<file path="src/rtl/pla_toggle_monitor.sv">
// -----------------------------------------------------------------------------
// pla_toggle_monitor
//   Observes the 12-output PLA stage (v10.0..v10.11) and measures switching
//   activity over a programmable window. After a start pulse it primes on the
//   first valid sample. It then counts per-bit toggles and the total toggle
//   count over win_len transitions, so the window spans win_len+1 samples.
//   Finally it streams the results to the power estimator as valid/ready beats.
//
//   Optional feature macro: PLA_TOGGLE_PEAK_HD_EN
//     When defined, the monitor also tracks the peak per-sample Hamming
//     distance and emits it as one extra, final beat (rpt_idx = N_BITS+1).
//
// Ports
//   clk        in   clock, rising edge
//   rst        in   synchronous active-high reset, aborts any window/report
//   start      in   one-cycle pulse, begins a window (ignored when busy)
//   win_len    in   number of transitions to count, latched on accepted start
//   in_valid   in   in_vec carries a new PLA sample this cycle
//   in_vec     in   PLA outputs, bit i = v10.i
//   busy       out  high whenever the monitor is not idle
//   rpt_valid  out  report beat valid
//   rpt_ready  in   consumer accepts the current beat
//   rpt_idx    out  beat index: 0..N_BITS-1 per-bit count, N_BITS total
//   rpt_data   out  beat payload, zero-extended
// -----------------------------------------------------------------------------
module pla_toggle_monitor #(
    parameter int   N_BITS = 12,
    parameter int   CNT_W  = 16,
    parameter int   WIN_W  = 16,
    localparam int  IDX_W  = $clog2(N_BITS + 2),
    localparam int  TOT_W  = CNT_W + $clog2(N_BITS)
) (
    input  logic              clk,
    input  logic              rst,
    input  logic              start,
    input  logic [WIN_W-1:0]  win_len,
    input  logic              in_valid,
    input  logic [N_BITS-1:0] in_vec,
    output logic              busy,
    output logic              rpt_valid,
    input  logic              rpt_ready,
    output logic [IDX_W-1:0]  rpt_idx,
    output logic [TOT_W-1:0]  rpt_data
);

    typedef enum logic [1:0] {
        S_IDLE   = 2'd0,
        S_PRIME  = 2'd1,
        S_COUNT  = 2'd2,
        S_REPORT = 2'd3
    } state_t;

    localparam logic [CNT_W-1:0] CNT_MAX = {CNT_W{1'b1}};
    localparam logic [TOT_W-1:0] TOT_MAX = {TOT_W{1'b1}};
`ifdef PLA_TOGGLE_PEAK_HD_EN
    localparam logic [IDX_W-1:0] LAST_IDX = IDX_W'(N_BITS + 1);
`else
    localparam logic [IDX_W-1:0] LAST_IDX = IDX_W'(N_BITS);
`endif

    // Number of ones in a sample difference (the Hamming distance).
    function automatic logic [IDX_W-1:0] f_popcount(input logic [N_BITS-1:0] v);
        logic [IDX_W-1:0] acc;
        acc = '0;
        for (int i = 0; i < N_BITS; i++) begin
            acc = acc + {{(IDX_W-1){1'b0}}, v[i]};
        end
        return acc;
    endfunction

    state_t             r_state;
    logic [N_BITS-1:0]  r_prev;
    logic [CNT_W-1:0]   r_cnt [N_BITS];
    logic [TOT_W-1:0]   r_total;
    logic [WIN_W-1:0]   r_remaining;
    logic               r_busy;
    logic               r_rpt_valid;
    logic [IDX_W-1:0]   r_rpt_idx;
    logic [TOT_W-1:0]   r_rpt_data;
`ifdef PLA_TOGGLE_PEAK_HD_EN
    logic [IDX_W-1:0]   r_peak;
    logic [IDX_W-1:0]   w_peak_nxt;
`endif

    state_t             w_state_nxt;
    logic [N_BITS-1:0]  w_prev_nxt;
    logic [CNT_W-1:0]   w_cnt_nxt [N_BITS];
    logic [TOT_W-1:0]   w_total_nxt;
    logic [WIN_W-1:0]   w_remaining_nxt;
    logic [IDX_W-1:0]   w_idx_nxt;
    logic [N_BITS-1:0]  w_diff;
    logic [IDX_W-1:0]   w_pop;
    logic [TOT_W:0]     w_tot_sum;
    logic               w_start_ok;
    logic               w_beat_fire;
    logic [TOT_W-1:0]   w_beat_data;

    assign w_diff      = in_vec ^ r_prev;
    assign w_pop       = f_popcount(w_diff);
    assign w_tot_sum   = {1'b0, r_total} + {{(TOT_W+1-IDX_W){1'b0}}, w_pop};
    assign w_start_ok  = start && (win_len != {WIN_W{1'b0}});
    assign w_beat_fire = r_rpt_valid && rpt_ready;

    // FSM state register.
    always_ff @(posedge clk) begin
        if (rst) begin
            r_state <= S_IDLE;
        end else begin
            r_state <= w_state_nxt;
        end
    end

    // FSM next-state logic.
    always_comb begin
        w_state_nxt = r_state;
        case (r_state)
            S_IDLE: begin
                if (w_start_ok) w_state_nxt = S_PRIME;
                else            w_state_nxt = S_IDLE;
            end
            S_PRIME: begin
                if (in_valid) w_state_nxt = S_COUNT;
                else          w_state_nxt = S_PRIME;
            end
            S_COUNT: begin
                // remaining is never zero here, so 1 marks the last transition.
                if (in_valid && (r_remaining == WIN_W'(1))) w_state_nxt = S_REPORT;
                else                                       w_state_nxt = S_COUNT;
            end
            S_REPORT: begin
                if (w_beat_fire && (r_rpt_idx == LAST_IDX)) w_state_nxt = S_IDLE;
                else                                       w_state_nxt = S_REPORT;
            end
            default: w_state_nxt = S_IDLE;
        endcase
    end

    // Next values of the counters, sample history and beat index.
    always_comb begin
        w_prev_nxt      = r_prev;
        w_cnt_nxt       = r_cnt;
        w_total_nxt     = r_total;
        w_remaining_nxt = r_remaining;
        w_idx_nxt       = r_rpt_idx;
`ifdef PLA_TOGGLE_PEAK_HD_EN
        w_peak_nxt      = r_peak;
`endif
        case (r_state)
            S_IDLE: begin
                if (w_start_ok) begin
                    for (int i = 0; i < N_BITS; i++) begin
                        w_cnt_nxt[i] = '0;
                    end
                    w_total_nxt     = '0;
                    w_remaining_nxt = win_len;
                    w_idx_nxt       = '0;
`ifdef PLA_TOGGLE_PEAK_HD_EN
                    w_peak_nxt      = '0;
`endif
                end else begin
                    w_remaining_nxt = r_remaining;
                end
            end
            S_PRIME: begin
                if (in_valid) w_prev_nxt = in_vec;
                else          w_prev_nxt = r_prev;
            end
            S_COUNT: begin
                if (in_valid) begin
                    for (int i = 0; i < N_BITS; i++) begin
                        if (w_diff[i] && (r_cnt[i] != CNT_MAX)) begin
                            w_cnt_nxt[i] = r_cnt[i] + {{(CNT_W-1){1'b0}}, 1'b1};
                        end else begin
                            w_cnt_nxt[i] = r_cnt[i];
                        end
                    end
                    // Carry out of the widened sum means the total saturates.
                    w_total_nxt     = w_tot_sum[TOT_W] ? TOT_MAX : w_tot_sum[TOT_W-1:0];
                    w_prev_nxt      = in_vec;
                    w_remaining_nxt = r_remaining - WIN_W'(1);
`ifdef PLA_TOGGLE_PEAK_HD_EN
                    if (w_pop > r_peak) w_peak_nxt = w_pop;
                    else                w_peak_nxt = r_peak;
`endif
                end else begin
                    w_prev_nxt = r_prev;
                end
            end
            S_REPORT: begin
                if (w_beat_fire) begin
                    w_idx_nxt = (r_rpt_idx == LAST_IDX) ? {IDX_W{1'b0}}
                                                        : r_rpt_idx + IDX_W'(1);
                end else begin
                    w_idx_nxt = r_rpt_idx;
                end
            end
            default: w_idx_nxt = r_rpt_idx;
        endcase
    end

    // Payload of the beat that will be presented next cycle; it is built from
    // the next-cycle counter values so the first beat already includes the
    // final counted sample.
    always_comb begin
        w_beat_data = '0;
        if (w_state_nxt == S_REPORT) begin
            for (int i = 0; i < N_BITS; i++) begin
                if (w_idx_nxt == IDX_W'(i)) begin
                    w_beat_data = {{(TOT_W-CNT_W){1'b0}}, w_cnt_nxt[i]};
                end else begin
                    w_beat_data = w_beat_data;
                end
            end
            if (w_idx_nxt == IDX_W'(N_BITS)) w_beat_data = w_total_nxt;
            else                             w_beat_data = w_beat_data;
`ifdef PLA_TOGGLE_PEAK_HD_EN
            if (w_idx_nxt == IDX_W'(N_BITS + 1)) w_beat_data = {{(TOT_W-IDX_W){1'b0}}, w_peak_nxt};
            else                                 w_beat_data = w_beat_data;
`endif
        end else begin
            w_beat_data = '0;
        end
    end

    // Datapath registers and registered outputs.
    always_ff @(posedge clk) begin
        if (rst) begin
            r_prev      <= '0;
            for (int i = 0; i < N_BITS; i++) begin
                r_cnt[i] <= '0;
            end
            r_total     <= '0;
            r_remaining <= '0;
            r_busy      <= 1'b0;
            r_rpt_valid <= 1'b0;
            r_rpt_idx   <= '0;
            r_rpt_data  <= '0;
`ifdef PLA_TOGGLE_PEAK_HD_EN
            r_peak      <= '0;
`endif
        end else begin
            r_prev      <= w_prev_nxt;
            r_cnt       <= w_cnt_nxt;
            r_total     <= w_total_nxt;
            r_remaining <= w_remaining_nxt;
            r_busy      <= (w_state_nxt != S_IDLE);
            r_rpt_valid <= (w_state_nxt == S_REPORT);
            r_rpt_idx   <= w_idx_nxt;
            r_rpt_data  <= w_beat_data;
`ifdef PLA_TOGGLE_PEAK_HD_EN
            r_peak      <= w_peak_nxt;
`endif
        end
    end

    assign busy      = r_busy;
    assign rpt_valid = r_rpt_valid;
    assign rpt_idx   = r_rpt_idx;
    assign rpt_data  = r_rpt_data;

endmodule

</file>
<file path="config.mk">
export PLATFORM = sky130hd
export DESIGN_NAME = pla_toggle_monitor
export DESIGN_NICKNAME = d
export VERILOG_FILES = /design/src/rtl/pla_toggle_monitor.sv
export SDC_FILE = /design/constraint.sdc
export NUM_CORES = 1
export LEC_CHECK = 0
export CAP_MARGIN = 0
export CORE_MARGIN = 2
export CORE_UTILIZATION = 30
export DETAILED_ROUTE_END_ITERATION = 6
export GPL_TIMING_DRIVEN = 0
export SETUP_SLACK_MARGIN = 0.1
export SYNTH_ARGS = -nofsm -noshare
export SYNTH_HDL_FRONTEND = slang
export SYNTH_SLANG_ARGS = --single-unit
</file>
<file path="constraint.sdc">
create_clock -name clk -period 16.8 [get_ports clk]
set_input_delay 2.52 -clock clk [delete_from_list [all_inputs] [get_ports clk]]
set_output_delay 2.52 -clock clk [all_outputs]
set_load 0.01 [all_outputs]
</file>
==> results of run 1 <==
[critical path: stages]
cell	delay, ns
clkdlybuf4s50_1	0.49
xor2_1	0.99
fa_1	0.60
fa_1	0.51
inv_1	0.05
fa_1	0.47
inv_1	0.05
fa_1	0.42
inv_1	0.08
fa_1	0.20
inv_1	0.07
fa_1	0.41
a21oi_1	0.20
o211ai_1	0.19
a41o_1	0.33
o221ai_1	0.25
nand2_1	0.17
nand3_1	0.12
o311ai_1	0.18
a2111oi_0	0.93
a211oi_1	0.18
[sequential cells by signal (all words and copies together), names as in the netlist]
register / cells
r_cnt: 192
r_total: 20
rpt_data: 20
r_remaining: 16
r_prev: 12
rpt_idx: 4
r_state: 2
busy: 1
rpt_valid: 1
[path summary, 6_finish.rpt]
kind	slack, ns	end	cells past startpoint
setup / recovery	7.74	rpt_data[2]$_SDFF_PP0_	21
hold / removal	0.47	r_prev[6]$_SDFFE_PP0P_	2
setup reg to reg	9.86	rpt_data[2]$_SDFF_PP0_	20
hold reg to reg	0.47	r_prev[6]$_SDFFE_PP0P_	2
[cell families (layout without fill, tap and decap cells)]
group	after synthesis	count (layout)	synth area share, %
simple gates	911	911	25.8
compound gates	614	614	25.2
buf+inv	185	298	4.77
mux	19	19	1.14
fa+ha+maj	37	37	3.06
other cells	0	1	0
flops	268	268	31.4
xor+xnor	166	166	8.52
[synthesized netlist by cell type, types with 37 or more instances]
library cell    n  area share (%)
a21oi_1       111             3.3
a22oi_1       145             6.4
and2_1         49             1.8
and3_1         37             1.4
clkbuf_1       85             1.9
dfxtp_1       268              31
inv_1          47             1.0
nand2_1       227             5.0
nand3_1        79             2.3
nand4_1        60             2.2
nor2_1        272             6.0
nor3_1         61             1.8
o21ai_0        89             2.6
xnor2_1        81             4.2
xor2_1         85             4.4
[through the flow]
stage          hold slack (ns)  power, mW  setup WS, ns  utilization (%)  cells
4_1_cts                  0.466       1.56          7.90             34.9   3069
3_3_place_gp             0.454      0.844          7.47             33.0   3012
3_5_place_dp             0.459      0.848          7.34             33.0   3012
2_1_floorplan            0.445      0.765          9.48                -   2200
5_1_grt                  0.477       1.60          7.72             34.9   3069
6_report                 0.465       1.57          7.74             34.9   3070
[report_power, final]
part | leakage (nW) | internal [mW] | total [mW] | switching [mW]
clock network | 0.519 | 0.419 | 0.725 | 0.306
registers | 2.16 | 0.641 | 0.645 | 0.00451
logic | 4.11 | 0.0533 | 0.195 | 0.142
[per-layer routing]
| metal | routed length (um) | global-route usage, % |
|---|---|---|
| met5 | 0 | 0 |
| met4 | 5030 | 14.5 |
| met3 | 9270 | 6.38 |
| met2 | 35500 | 41.8 |
| met1 | 33700 | 35.9 |
[layout make-up]
| class | instances | area share, % |
|---|---|---|
| sequential | 268 | 27.3 |
| clock inverter | 9 | 0.389 |
| multi-input combinational | 1747 | 55.5 |
| antenna | 1 | 0.0127 |
| buffer | 138 | 3.25 |
| tap | 756 | 4.82 |
| inverter | 47 | 0.899 |
| clock buffer | 48 | 4.97 |
| timing repair buffer | 56 | 2.86 |
==> impl_metrics.yaml, run 1 <==
timing:
  tightest_slew_ns: 1.44
  fin_setup_tns_ns: 0
  period_needed_ns: 9.06
  max_freq_mhz: 110
  skew_ns: 0.0207
  finalCritPeriodShare_pct: 53.9
  setup_viol: 0
  max_slew_margin_pct: 3.86
  hold_viol_final: 0
  finalMaxSlewViolations: 0
  rsz0062_at_grt: "no"
cts:
  clkLatencyLatePin_ns: 0.56
  cts_sinks: 268
  cts.path.max_buffers: 3
  cts_setup_buffers: 0
  cts_root_buffer: "clkbuf_16"
  cts_hold_buf: 0
  cts_buffers: 34
  post_cts_resized: 0
  htree_levels: 2
  cts_tree: "yes"
  clkTransAtPathRegs_ns: 0.06
pwr:
  total_leakage_power_nw: 6.79
  ir_drop_mv: 0.0578
  power.density_nw_per_um2: 79.8
placed_design:
  gp_congestion: 1.04
  dp.final_hpwl_um: 61600
  place_area_um2: 18600
  io_buffers: 56
route:
  routedWlPerCell_um: 27.2
  detailroute.via_count: 18900
  via_per_inst: 6.16
  drc: 0
  dr.pass1.iters: 5
  drtIter0Drc: 2480
  antenna_left: 0
  wirelength_um: 83500
setup_path:
  end_kind: "flop"
  startpoint: "in_vec[4]"
  crit_required_ns: 17.16
  path_class: "in -> reg"
  arrival_ns: 9.42
  startpoint_type: "input port"
  worstReg2RegStart: "r_prev[4]$_SDFFE_PP0P_"
  critPathMaxFanout: 6
finish:
  final_nets: 2362
  n_fill_cell: 5947
  final_cell_mix: "nor2_1, dfxtp_1, nand2_1"
  synthToLayoutAreaGrowth_pct: 15.0
  multi_input_area_um2: 10900
  seq_area_um2: 5370
  layout_commonest_cell: "nor2_1"
  stdcell_area_um2: 19600
  drive_gt1_share_pct: 5.75
floorplan:
  die_w_um: 243
  initial_core_util_pct: 30.3
  dieArea_um2: 58800
  core_area_um2: 56300
  boundaryPins: 59
  die_h_um: 243
  rows: 87
grt:
  grtUsageTotal_pct: 27.4
  overflow: 0
  grt_antenna_before_repair: 2
  grt_pass1_vias: 17600
  grt_pass1_wl_um: 120000
  grt_max_degree: 12
synth:
  ys_warn_count: 0
  synth-edff-count: 0
  synthFlopType: "dfxtp_1"
  ys_seq_area_share_pct: 31.4
  ys_seq_elements: 268
  postSynthAreaPerCell_um2: 7.76
  synth.distinct_cells: 92
  netlist_instances: 2200
  synthArstFlopShare_pct: 0
  synth_fp_nets: 2270
  synth_area_um2: 17100
hold_path:
  holdCritStartpoint: "r_prev[6]$_SDFFE_PP0P_"
  min_path_type: "reg -> reg"
outcome:
  status: "finished clean"
run:
  cap_violations: 0
(Power assumes the default switching activity.)
==> run 2, diff against run 1 <==
- clock period: 16.8 -> 7.3 ns (I/O delays scaled with it)
==> run 2 against run 1 <==
  * Final cell count hardly changed
  * Clock skew is 0.0015 ns lower
  * Utilization is 0.051 points higher
  * Combinational power is 130% higher
  * Hold slack better by 0.00069 ns
  * Clock power is 130% higher
  * Flip-flop and latch count stayed put
  * Worst setup slack worse by 7.6 ns
  * Die area stayed put
  * Design area is 0.15% higher
  * Clock-buffer cell count stayed put
  * Non-clock buffer count stayed put
  * Largest cell class unchanged
==> impl_metrics.yaml, run 2 (synthesis gave the netlist of run 1 again) <==
outcome:
  status: "finished clean"
floorplan:
  die_h_um: 243
  core_area_um2: 56300
  boundaryPins: 59
  die_w_um: 243
  initial_core_util_pct: 30.3
  rows: 87
  dieArea_um2: 58800
setup_path:
  path_class: "in -> reg"
  startpoint_type: "input port"
  crit_required_ns: 7.67
  end_kind: "flop"
  arrival_ns: 7.50
  critPathMaxFanout: 6
cts:
  cts_buffers: 34
  cts_root_buffer: "clkbuf_16"
  clkTransAtPathRegs_ns: 0.06
  cts.path.max_buffers: 3
  cts_tree: "yes"
  htree_levels: 2
  cts_sinks: 268
  cts_hold_buf: 0
  clkLatencyLatePin_ns: 0.56
grt:
  overflow: 0
  grt_antenna_before_repair: 2
  grt_pass1_vias: 17600
  grt_pass1_wl_um: 120000
  grtUsageTotal_pct: 27.4
  grt_max_degree: 12
route:
  via_per_inst: 6.14
  antenna_left: 0
  wirelength_um: 83400
  detailroute.via_count: 18900
  drtIter0Drc: 2349
  drc: 0
  dr.pass1.iters: 5
  routedWlPerCell_um: 27.1
placed_design:
  dp.cells: 3012
  gp_congestion: 1.04
  io_buffers: 56
  dp.final_hpwl_um: 61600
pwr:
  p_int_mw: 2.56
  p_sw_mw: 1.05
  switching_share_pct: 29.0
  power.density_nw_per_um2: 184
  clockPowerShare_pct: 46.3
  total_leakage_power_nw: 6.79
  seqPwrFrac_pct: 41.2
  pwr-share-comb_pct: 12.5
  ir_drop_mv: 0.133
  power.total_mw: 3.61
timing:
  period_needed_ns: 7.12
  hold_viol_final: 0
  skew_ns: 0.0192
  max_freq_mhz: 140
  rsz0062_at_grt: "no"
  max_slew_margin_pct: 3.05
  fin_setup_tns_ns: 0
  finalCritPeriodShare_pct: 97.5
  finalMaxSlewViolations: 0
  hold_ws_ns: 0.466
  setup_viol: 0
  tightest_slew_ns: 1.45
finish:
  fin_cells: 3072
  synthToLayoutAreaGrowth_pct: 15.2
  layout_commonest_cell: "nor2_1"
  largest_reg_flops: 192
  regMostFlops: "r_cnt"
  drive_gt1_share_pct: 5.88
  final_nets: 2362
  final_cell_mix: "nor2_1, dfxtp_1, nand2_1"
  n_fill_cell: 5949
  final_util_pct: 34.9
run:
  cap_violations: 0
hold_path:
  min_path_type: "reg -> reg"
-- run 2: cell types whose count changed in the layout (fill, tap and decap cells not counted), sizes merged --
| cell | before | now |
|---|---|---|
| diode | 1 | 3 |
-- run 2: metrics by stage --
stage	setup WS [ns]	cell area [um^2]
after detailed placement	-0.736	18600
after global placement	-0.601	18600
final	0.179	19700
after floorplan	1.40	17100
after CTS	0.186	19600
after global routing	0.166	19600
-- run 2: power by group through the flow --
stage                     Sequential, mW  Combinational (mW)  Clock [mW]
after floorplan                     1.52               0.245           0
after global placement              1.52               0.425           0
after detailed placement            1.52               0.434           0
after CTS                           1.49               0.436        1.67
after global routing                1.49               0.470        1.73
final                               1.49               0.451        1.67
-- run 2: final cells by class --
| cell class | count | area, um^2 | share of cell area, % |
|---|---|---|---|
| Clock inverter | 9 | 76.3 | 0.388 |
| Buffer | 138 | 638 | 3.25 |
| Multi-Input combinational cell | 1747 | 10900 | 55.5 |
| Antenna cell | 3 | 7.51 | 0.0382 |
| Clock buffer | 48 | 975 | 4.96 |
| Sequential cell | 268 | 5370 | 27.3 |
| Tap cell | 756 | 946 | 4.81 |
| Timing Repair Buffer | 56 | 561 | 2.85 |
| Inverter | 47 | 176 | 0.898 |
-- run 2: worst paths after layout --
path	slack, ns	start	endpoint	cells after the start
setup reg to reg	0.88	r_prev[0]$_SDFFE_PP0P_	rpt_data[2]$_SDFF_PP0_	21
hold / removal	0.47	r_prev[0]$_SDFFE_PP0P_	r_prev[0]$_SDFFE_PP0P_	2
setup / recovery	0.18	in_vec[4]	rpt_data[2]$_SDFF_PP0_	21
hold reg to reg	0.47	r_prev[0]$_SDFFE_PP0P_	r_prev[0]$_SDFFE_PP0P_	2
-- run 2: what timing repair did --
| item | CTS | global route |
|---|---|---|
| endpoints found under the setup margin | 2 | 2 |
| buffers inserted | 0 | 0 |
| hold endpoints to repair | 0 | 0 |
| resized for setup | 2 | 2 |
-- run 2: worst max-delay path, cell delays in order --
cell and delay (ns):
clkdlybuf4s50_1 0.52, xor2_2 0.63, fa_1 0.55, fa_1 0.51, inv_1 0.05, fa_1 0.47
inv_1 0.05, fa_1 0.42, inv_1 0.08, fa_1 0.20, inv_1 0.07, fa_1 0.41
a21oi_1 0.19, o211ai_1 0.19, a41o_1 0.33, o221ai_1 0.25, nand2_1 0.18, nand3_1 0.13
o311ai_1 0.19, a2111oi_1 0.78, a211oi_1 0.18
-- run 2: layer usage --
metal  part of all wire [%]  vias to the layer above  wire length (um)  track usage [%]
met4                    5.7                        0              4720             14.7
met3                     10                      253              8720             6.61
met2                     43                     1115             35700             41.7
met1                     41                     9157             34200             35.7
met5                      0                        -                 0                0
li1                       -                     8325                 -                -
